<file path="src/rtl/alu_exec_unit_pkg.sv">
// Shared definitions for the execute-stage ALU: ALUOp codes, widths, flag bit
// positions and FSM state encodings.
// Latency: n/a (declarations only). Backpressure: n/a.
package alu_exec_unit_pkg;

    localparam int ALU_DATA_W  = 16;
    localparam int ALU_SHAMT_W = 4;

    // ALUOp codes as produced by the control unit
    localparam logic [3:0] OP_ADD = 4'b0000;
    localparam logic [3:0] OP_SUB = 4'b0001;
    localparam logic [3:0] OP_AND = 4'b1101;
    localparam logic [3:0] OP_OR  = 4'b1110;
    localparam logic [3:0] OP_NOT = 4'b1100;
    localparam logic [3:0] OP_ALS = 4'b0101;
    localparam logic [3:0] OP_ARS = 4'b0100;

    // Bit positions inside the {P,V,S} flag register
    localparam int FLAG_P = 2;
    localparam int FLAG_V = 1;
    localparam int FLAG_S = 0;

    typedef enum logic {
        ST_IDLE  = 1'b0,
        ST_SHIFT = 1'b1
    } state_t;

    function automatic logic is_shift_op(input logic [3:0] op);
        return (op == OP_ALS) || (op == OP_ARS);
    endfunction

endpackage

</file>
<file path="src/rtl/alu_flag_gen.sv">
// Purpose: combinational {P,V,S} flag computation for one ALU result.
// Latency: 0 cycles (pure combinational). Backpressure: none, no state.
// Ports: op (ALUOp), a (operand A / original shift source), b_msb (sign of B),
//        shamt (shift amount), res (final result), flags ({P,V,S}).
module alu_flag_gen
    import alu_exec_unit_pkg::*;
#(
    parameter int DATA_W  = ALU_DATA_W,
    parameter int SHAMT_W = ALU_SHAMT_W
) (
    input  logic [3:0]         op,
    input  logic [DATA_W-1:0]  a,
    input  logic               b_msb,
    input  logic [SHAMT_W-1:0] shamt,
    input  logic [DATA_W-1:0]  res,
    output logic [2:0]         flags
);

    logic sign;
    logic ovf;

    always_comb begin
        sign = res[DATA_W-1];
        ovf  = 1'b0;
        case (op)
            OP_ADD: ovf = (a[DATA_W-1] == b_msb) && (sign != a[DATA_W-1]);
            OP_SUB: ovf = (a[DATA_W-1] != b_msb) && (sign != a[DATA_W-1]);
            OP_ALS: begin
                // The top shamt bits of A are the ones pushed out; any of them
                // disagreeing with the final sign means the value changed sign
                // or magnitude class, i.e. an arithmetic overflow.
                for (int i = 0; i < DATA_W; i++) begin
                    if ((i + int'(shamt) >= DATA_W) && (a[i] != sign)) begin
                        ovf = 1'b1;
                    end
                end
            end
            default: ovf = 1'b0;
        endcase

        flags         = 3'b000;
        flags[FLAG_S] = sign;
        flags[FLAG_V] = ovf;
        flags[FLAG_P] = (res != '0) && !sign;
    end

endmodule

</file>
<file path="src/rtl/alu_exec_unit.sv">
// Purpose: execute-stage ALU with registered result and {P,V,S} flag register.
// Latency: 1 cycle; ALS/ARS with N>0 take 1+N cycles (serial), or 1 cycle when
//          ALU_FAST_SHIFT_EN is defined (barrel shifter, busy tied low).
// Backpressure: result held until out_ready; in_ready drops while shifting or
//               while an untaken result is pending.
// Ports: clk/reset (sync, active-high); in_valid/in_ready, alu_op, carry_in,
//        pvs_we, src_a, src_b on the input side; out_valid/out_ready, result,
//        pvs on the output side; busy is high while a serial shift runs.
module alu_exec_unit
    import alu_exec_unit_pkg::*;
#(
    parameter int DATA_W  = ALU_DATA_W,
    parameter int SHAMT_W = ALU_SHAMT_W
) (
    input  logic              clk,
    input  logic              reset,
    input  logic              in_valid,
    output logic              in_ready,
    input  logic [3:0]        alu_op,
    input  logic              carry_in,
    input  logic              pvs_we,
    input  logic [DATA_W-1:0] src_a,
    input  logic [DATA_W-1:0] src_b,
    output logic              out_valid,
    input  logic              out_ready,
    output logic [DATA_W-1:0] result,
    output logic [2:0]        pvs,
    output logic              busy
);

    state_t              state_q, state_d;
    logic                out_valid_q, out_valid_d;
    logic [DATA_W-1:0]   result_q, result_d;
    logic [2:0]          pvs_q, pvs_d;
    // Serial-shift context: working value, remaining count, and the original
    // operand/amount kept for the ALS overflow check at completion.
    logic [DATA_W-1:0]   work_q, work_d;
    logic [SHAMT_W-1:0]  cnt_q, cnt_d;
    logic [SHAMT_W-1:0]  shamt_q, shamt_d;
    logic [DATA_W-1:0]   a_q, a_d;
    logic [3:0]          op_q, op_d;
    logic                we_q, we_d;

    logic                accept;
    logic [SHAMT_W-1:0]  shamt_in;
    logic [DATA_W-1:0]   cin_ext;
    logic [DATA_W-1:0]   calc;
    logic [DATA_W-1:0]   step;

    logic [3:0]          fg_op;
    logic [DATA_W-1:0]   fg_a;
    logic                fg_b_msb;
    logic [SHAMT_W-1:0]  fg_shamt;
    logic [DATA_W-1:0]   fg_res;
    logic [2:0]          flags;

    assign shamt_in = src_b[SHAMT_W-1:0];
    assign cin_ext  = {{(DATA_W-1){1'b0}}, carry_in};
    assign in_ready = !reset && (state_q == ST_IDLE) && (!out_valid_q || out_ready);
    assign accept   = in_valid && in_ready;

    // Single-cycle result for the op presented at the input
    always_comb begin
        calc = '0;
        case (alu_op)
            OP_ADD: calc = src_a + src_b + cin_ext;
            OP_SUB: calc = src_a - src_b + cin_ext;
            OP_AND: calc = (src_a & src_b) + cin_ext;
            OP_OR:  calc = (src_a | src_b) + cin_ext;
            OP_NOT: calc = ~src_a + cin_ext;
`ifdef ALU_FAST_SHIFT_EN
            OP_ALS: calc = src_a << shamt_in;
            OP_ARS: calc = $unsigned($signed(src_a) >>> shamt_in);
`else
            // Only reached with N=0; nonzero amounts go through SHIFT.
            OP_ALS: calc = src_a;
            OP_ARS: calc = src_a;
`endif
            default: calc = '0;
        endcase
    end

    // One-bit step of the in-flight serial shift
    assign step = (op_q == OP_ALS) ? {work_q[DATA_W-2:0], 1'b0}
                                   : {work_q[DATA_W-1], work_q[DATA_W-1:1]};

    always_comb begin
        state_d     = state_q;
        out_valid_d = out_valid_q && !out_ready;
        result_d    = result_q;
        pvs_d       = pvs_q;
        work_d      = work_q;
        cnt_d       = cnt_q;
        shamt_d     = shamt_q;
        a_d         = a_q;
        op_d        = op_q;
        we_d        = we_q;

        fg_op       = alu_op;
        fg_a        = src_a;
        fg_b_msb    = src_b[DATA_W-1];
        fg_shamt    = shamt_in;
        fg_res      = calc;

        case (state_q)
            ST_IDLE: begin
                if (accept) begin
`ifndef ALU_FAST_SHIFT_EN
                    if (is_shift_op(alu_op) && (shamt_in != '0)) begin
                        state_d = ST_SHIFT;
                        cnt_d   = shamt_in;
                        work_d  = src_a;
                        shamt_d = shamt_in;
                        a_d     = src_a;
                        op_d    = alu_op;
                        we_d    = pvs_we;
                    end else
`endif
                    begin
                        result_d    = calc;
                        out_valid_d = 1'b1;
                        if (pvs_we) begin
                            pvs_d = flags;
                        end
                    end
                end
            end
            ST_SHIFT: begin
                // Flags are judged against the original operand, not the
                // partially shifted working value.
                fg_op    = op_q;
                fg_a     = a_q;
                fg_b_msb = 1'b0;
                fg_shamt = shamt_q;
                fg_res   = step;
                work_d   = step;
                cnt_d    = cnt_q - SHAMT_W'(1);
                if (cnt_q == SHAMT_W'(1)) begin
                    result_d    = step;
                    out_valid_d = 1'b1;
                    state_d     = ST_IDLE;
                    if (we_q) begin
                        pvs_d = flags;
                    end
                end
            end
            default: state_d = ST_IDLE;
        endcase
    end

    alu_flag_gen #(
        .DATA_W  (DATA_W),
        .SHAMT_W (SHAMT_W)
    ) u_flag_gen (
        .op    (fg_op),
        .a     (fg_a),
        .b_msb (fg_b_msb),
        .shamt (fg_shamt),
        .res   (fg_res),
        .flags (flags)
    );

    always_ff @(posedge clk) begin
        if (reset) begin
            state_q     <= ST_IDLE;
            out_valid_q <= 1'b0;
            result_q    <= '0;
            pvs_q       <= 3'b000;
            work_q      <= '0;
            cnt_q       <= '0;
            shamt_q     <= '0;
            a_q         <= '0;
            op_q        <= OP_ADD;
            we_q        <= 1'b0;
        end else begin
            state_q     <= state_d;
            out_valid_q <= out_valid_d;
            result_q    <= result_d;
            pvs_q       <= pvs_d;
            work_q      <= work_d;
            cnt_q       <= cnt_d;
            shamt_q     <= shamt_d;
            a_q         <= a_d;
            op_q        <= op_d;
            we_q        <= we_d;
        end
    end

    assign out_valid = out_valid_q;
    assign result    = result_q;
    assign pvs       = pvs_q;
`ifdef ALU_FAST_SHIFT_EN
    assign busy      = 1'b0;
`else
    assign busy      = (state_q == ST_SHIFT);
`endif

endmodule

</file>
<file path="config.mk">
export PLATFORM = sky130hd
export DESIGN_NAME = alu_exec_unit
export DESIGN_NICKNAME = d
export VERILOG_FILES = /design/src/rtl/alu_exec_unit_pkg.sv /design/src/rtl/alu_flag_gen.sv /design/src/rtl/alu_exec_unit.sv
export SDC_FILE = /design/constraint.sdc
export NUM_CORES = 1
export LEC_CHECK = 0
export CAP_MARGIN = 25
export CORE_ASPECT_RATIO = 1.1
export CORE_MARGIN = 2
export CORE_UTILIZATION = 55
export DETAILED_ROUTE_END_ITERATION = 16
export MAX_ROUTING_LAYER = met4
export PLACE_DENSITY = 0.77
export RECOVER_POWER = 100
export SLEW_MARGIN = 20
export SYNTH_ARGS = -nofsm -noshare
export SYNTH_HDL_FRONTEND = slang
export SYNTH_SLANG_ARGS = --single-unit
export TNS_END_PERCENT = 5
</file>
<file path="constraint.sdc">
create_clock -name clk -period 5.22 [get_ports clk]
set_input_delay 0.522 -clock clk [delete_from_list [all_inputs] [get_ports clk]]
set_output_delay 0.522 -clock clk [all_outputs]
set_load 0.03 [all_outputs]
</file>
==> summary.txt <==
Job
  • Max cap viols: 0

STA
  • Worst setup margin: 0.659 ns
  • Maximum clock frequency: 219 MHz
  • Setup TNS: 0 ns
  • Slew margin rel.: about an eighth
  • Worst slew pin tran: 1.31 ns
  • Final setup viols: 0
  • RSZ-0062 raised after global routing: no
  • Final Skew: 0.00724 ns
  • Fin crit period: approximately 4.6 ns
  • Final-report max-slew violation count: 0
  • Tcrit/Tclk final: 87.4%
  • Fin. Hold Viols: 0

Synthesis
  • Synth area leader: dfxtp_1
  • Syn Inst Count: 943
  • Async SR Flop Fraction: 0%
  • Yosys top cell area share: roughly a fifth
  • YS warnings: 0
  • Dominant cells by area after synthesis: dfxtp_1 (19%), ha_1 (12%), nand2_1 (8.2%), a21oi_1 (6.3%), mux2i_1 (4.6%)
  • Library cells used by synthesis: 75
  • Yosys reg bits: 65
  • Top FF cell, synth: dfxtp_1
  • Post-synth EDFFs: 0
  • Seq/Total Area, Yosys: 19.1%
  • Avg Cell Area, Syn: 7.22 sq um
  • Post-Syn Area: 6810 sq um
  • Syn nets: 1054

CTS
  • # hold bufs at CTS: 0
  • Sink Count: 65
  • Clock Pin Slew Worst Setup and Hold Paths: about 0.060 ns
  • TritonCTS Buffers: 9
  • CTS tree: built
  • H-tree Lvls: 3
  • CTS resizes: 0
  • Worst-Skew Late Latency: about 0.33 ns
  • Longest Clk Path Bufs: 2
  • Postcts setup bufs: 0
  • Root Driver: clkbuf_16

Critical path
  • Largest fanout on the critical path: 8
  • Setup crit end kind: flop
  • Startpoint type of the worst setup path: input port
  • CP arrival: 4.75 ns
  • Kind of critical path: input port to flop
  • Worst Path Required: 5.41 ns

Die
  • Initial Utilization: between 50% and 60%
  • Die height: 121 microns
  • Row cnt: 42
  • Number of I/O pins: 64
  • Die width: 110 microns
  • Core ar.: 12000 sq um
  • Total die area: 13300 sq um

Placement
  • Post-place setup slack: 0.552 ns
  • Number of port buffers: 63
  • Placement Cell Area: 7610 sq um
  • Placer Congestion: 1.03
  • Post-DP HPWL: 17.6 mm

Finish
  • Nets: 1102
  • Antenna diode instance count: 0
  • Area taken by multi-input logic gates: a little over 5000 sq um
  • FF/Latch Area: 1300 sq um
  • Fillers: 1103
  • Layout cells sized above 1: 5.93%
  • Design area: 7890 sq um
  • Synthesis-to-finish area growth: 15.8%

Drt
  • Vias: 7505
  • Final WL: about 23 mm
  • # DRC: 0
  • Initial DRC count: ~970
  • Vias per cell: about 6.5
  • First-pass iteration count of the detailed router: 5
  • DR WL/cell: 20.2 microns
  • Final ANT Viol Nets: 0

Power and ir drop
  • Pwr/cell area: 212 nW/um^2
  • Leakage: about 3.3 nW
  • VDD IR max: 0.000266 V

GRT
  • Vias in the first global route: slightly above 7000
  • Largest net degree at the start of global routing: 57
  • Overflow after GRT: 0
  • Initial antenna violation count: 0
  • Global-route wire length before repair: 36.9 mm
  • Global-route usage over all layers: 36.8%

Outcome
  • Status: complete, no violations

Min path
  • Class of the worst hold path: flop to flop
## cells by family after synthesis
group | Yosys count | share of synthesized area [%]
AND/OR/NAND/NOR | 328 | 22.5
flip-flops | 65 | 19.1
multiplexers | 42 | 6.38
buffers and inverters | 112 | 6.36
AO/OA/AOI/OAI | 299 | 29.1
adder cells (fa/ha/maj) | 69 | 13.0
XOR/XNOR | 28 | 3.60
## cells in the final DEF (no fill, tap or decap), types with 14 or more instances in the layout
cell and count:
nor2_1 68, dlygate4sd3_1 24, inv_1 62, xnor2_1 18, nand3_1 18, ha_1 66
a21oi_1 85, dfxtp_1 65, buf_4 20, o21ai_0 58, clkdlybuf4s50_1 38, mux2i_1 31
a211oi_1 20, nand2_1 149, nor3_1 14, a31oi_1 20
## synth_stat cells, types with 6 or more instances
cell type,n
nand2_1,149
a21oi_1,85
nor2_1,68
ha_1,66
dfxtp_1,65
inv_1,62
o21ai_0,58
clkbuf_1,35
mux2i_1,31
a211oi_1,20
a31oi_1,20
nand3_1,18
xnor2_1,18
nor3_1,14
a21o_1,12
and3_1,12
mux2_2,11
a221oi_1,10
buf_2,10
o21a_1,10
xor2_1,10
nand2b_1,8
and2_1,7
nand4_1,7
o211ai_1,7
o22ai_1,7
or3_1,7
o21bai_1,6
o31ai_1,6
## worst max-delay path: stages
cell and delay [ns]:
dlygate4sd3_1 0.66, inv_1 0.15, fa_1 0.20, inv_1 0.06
fa_1 0.43, a211oi_1 0.45, o21ai_0 0.28, a2111oi_0 0.91
or3_1 0.21, a221oi_1 0.07, a211oi_1 0.30, o2111ai_1 0.17
nor4_1 0.22, a211oi_1 0.11
## through the flow
step                instances  util (%)  hold WS (ns)  power, mW
detailed placement       1134      63.2         0.446       1.06
finish                   1149      65.5         0.457       1.67
global placement         1134      63.2         0.441       1.06
floorplan                 943         -         0.433      0.884
CTS                      1149      65.7         0.455       1.66
global route             1149      65.5         0.467       1.74
## cell type report
class                      count  share of cell area (%)
clock inverter                 5                   0.714
multi-input combinational    766                    64.3
clock buffer                  10                    3.03
timing repair buffer          87                    10.0
inverter                      62                    2.95
sequential                    65                    16.5
tap                          154                    2.44
## state kept, by name, indices dropped and copies added, names as in the netlist
register,count
result,16
work_q,16
a_q,15
cnt_q,4
op_q,4
shamt_q,4
pvs,3
busy,1
out_valid,1
we_q,1
## layer usage
layer / routed length [microns] / track usage (%) / vias to the layer above
met5: 0 / - / -
met4: 1130 / 19.3 / 0
met3: 2150 / 5.01 / 84
met2: 10700 / 56.9 / 431
met1: 9230 / 46.2 / 3486
li1: - / - / 3504
## report_power, final
group          switching [mW]  internal, mW
sequential             0.0105         0.511
clock                   0.223         0.379
combinational           0.333         0.213
## worst paths after layout
check | startpoint | endpoint | slack [ns] | cells after the start
hold reg to reg | we_q$_SDFFE_PP0P_ | we_q$_SDFFE_PP0P_ | 0.46 | 2
setup reg to reg | cnt_q[1]$_SDFFE_PP0P_ | pvs[1]$_SDFFE_PP0P_ | 1.48 | 10
hold / removal | we_q$_SDFFE_PP0P_ | we_q$_SDFFE_PP0P_ | 0.46 | 2
setup / recovery | src_b[0] | pvs[2]$_SDFFE_PP0P_ | 0.66 | 14
Power figures use the tool's default switching activity.
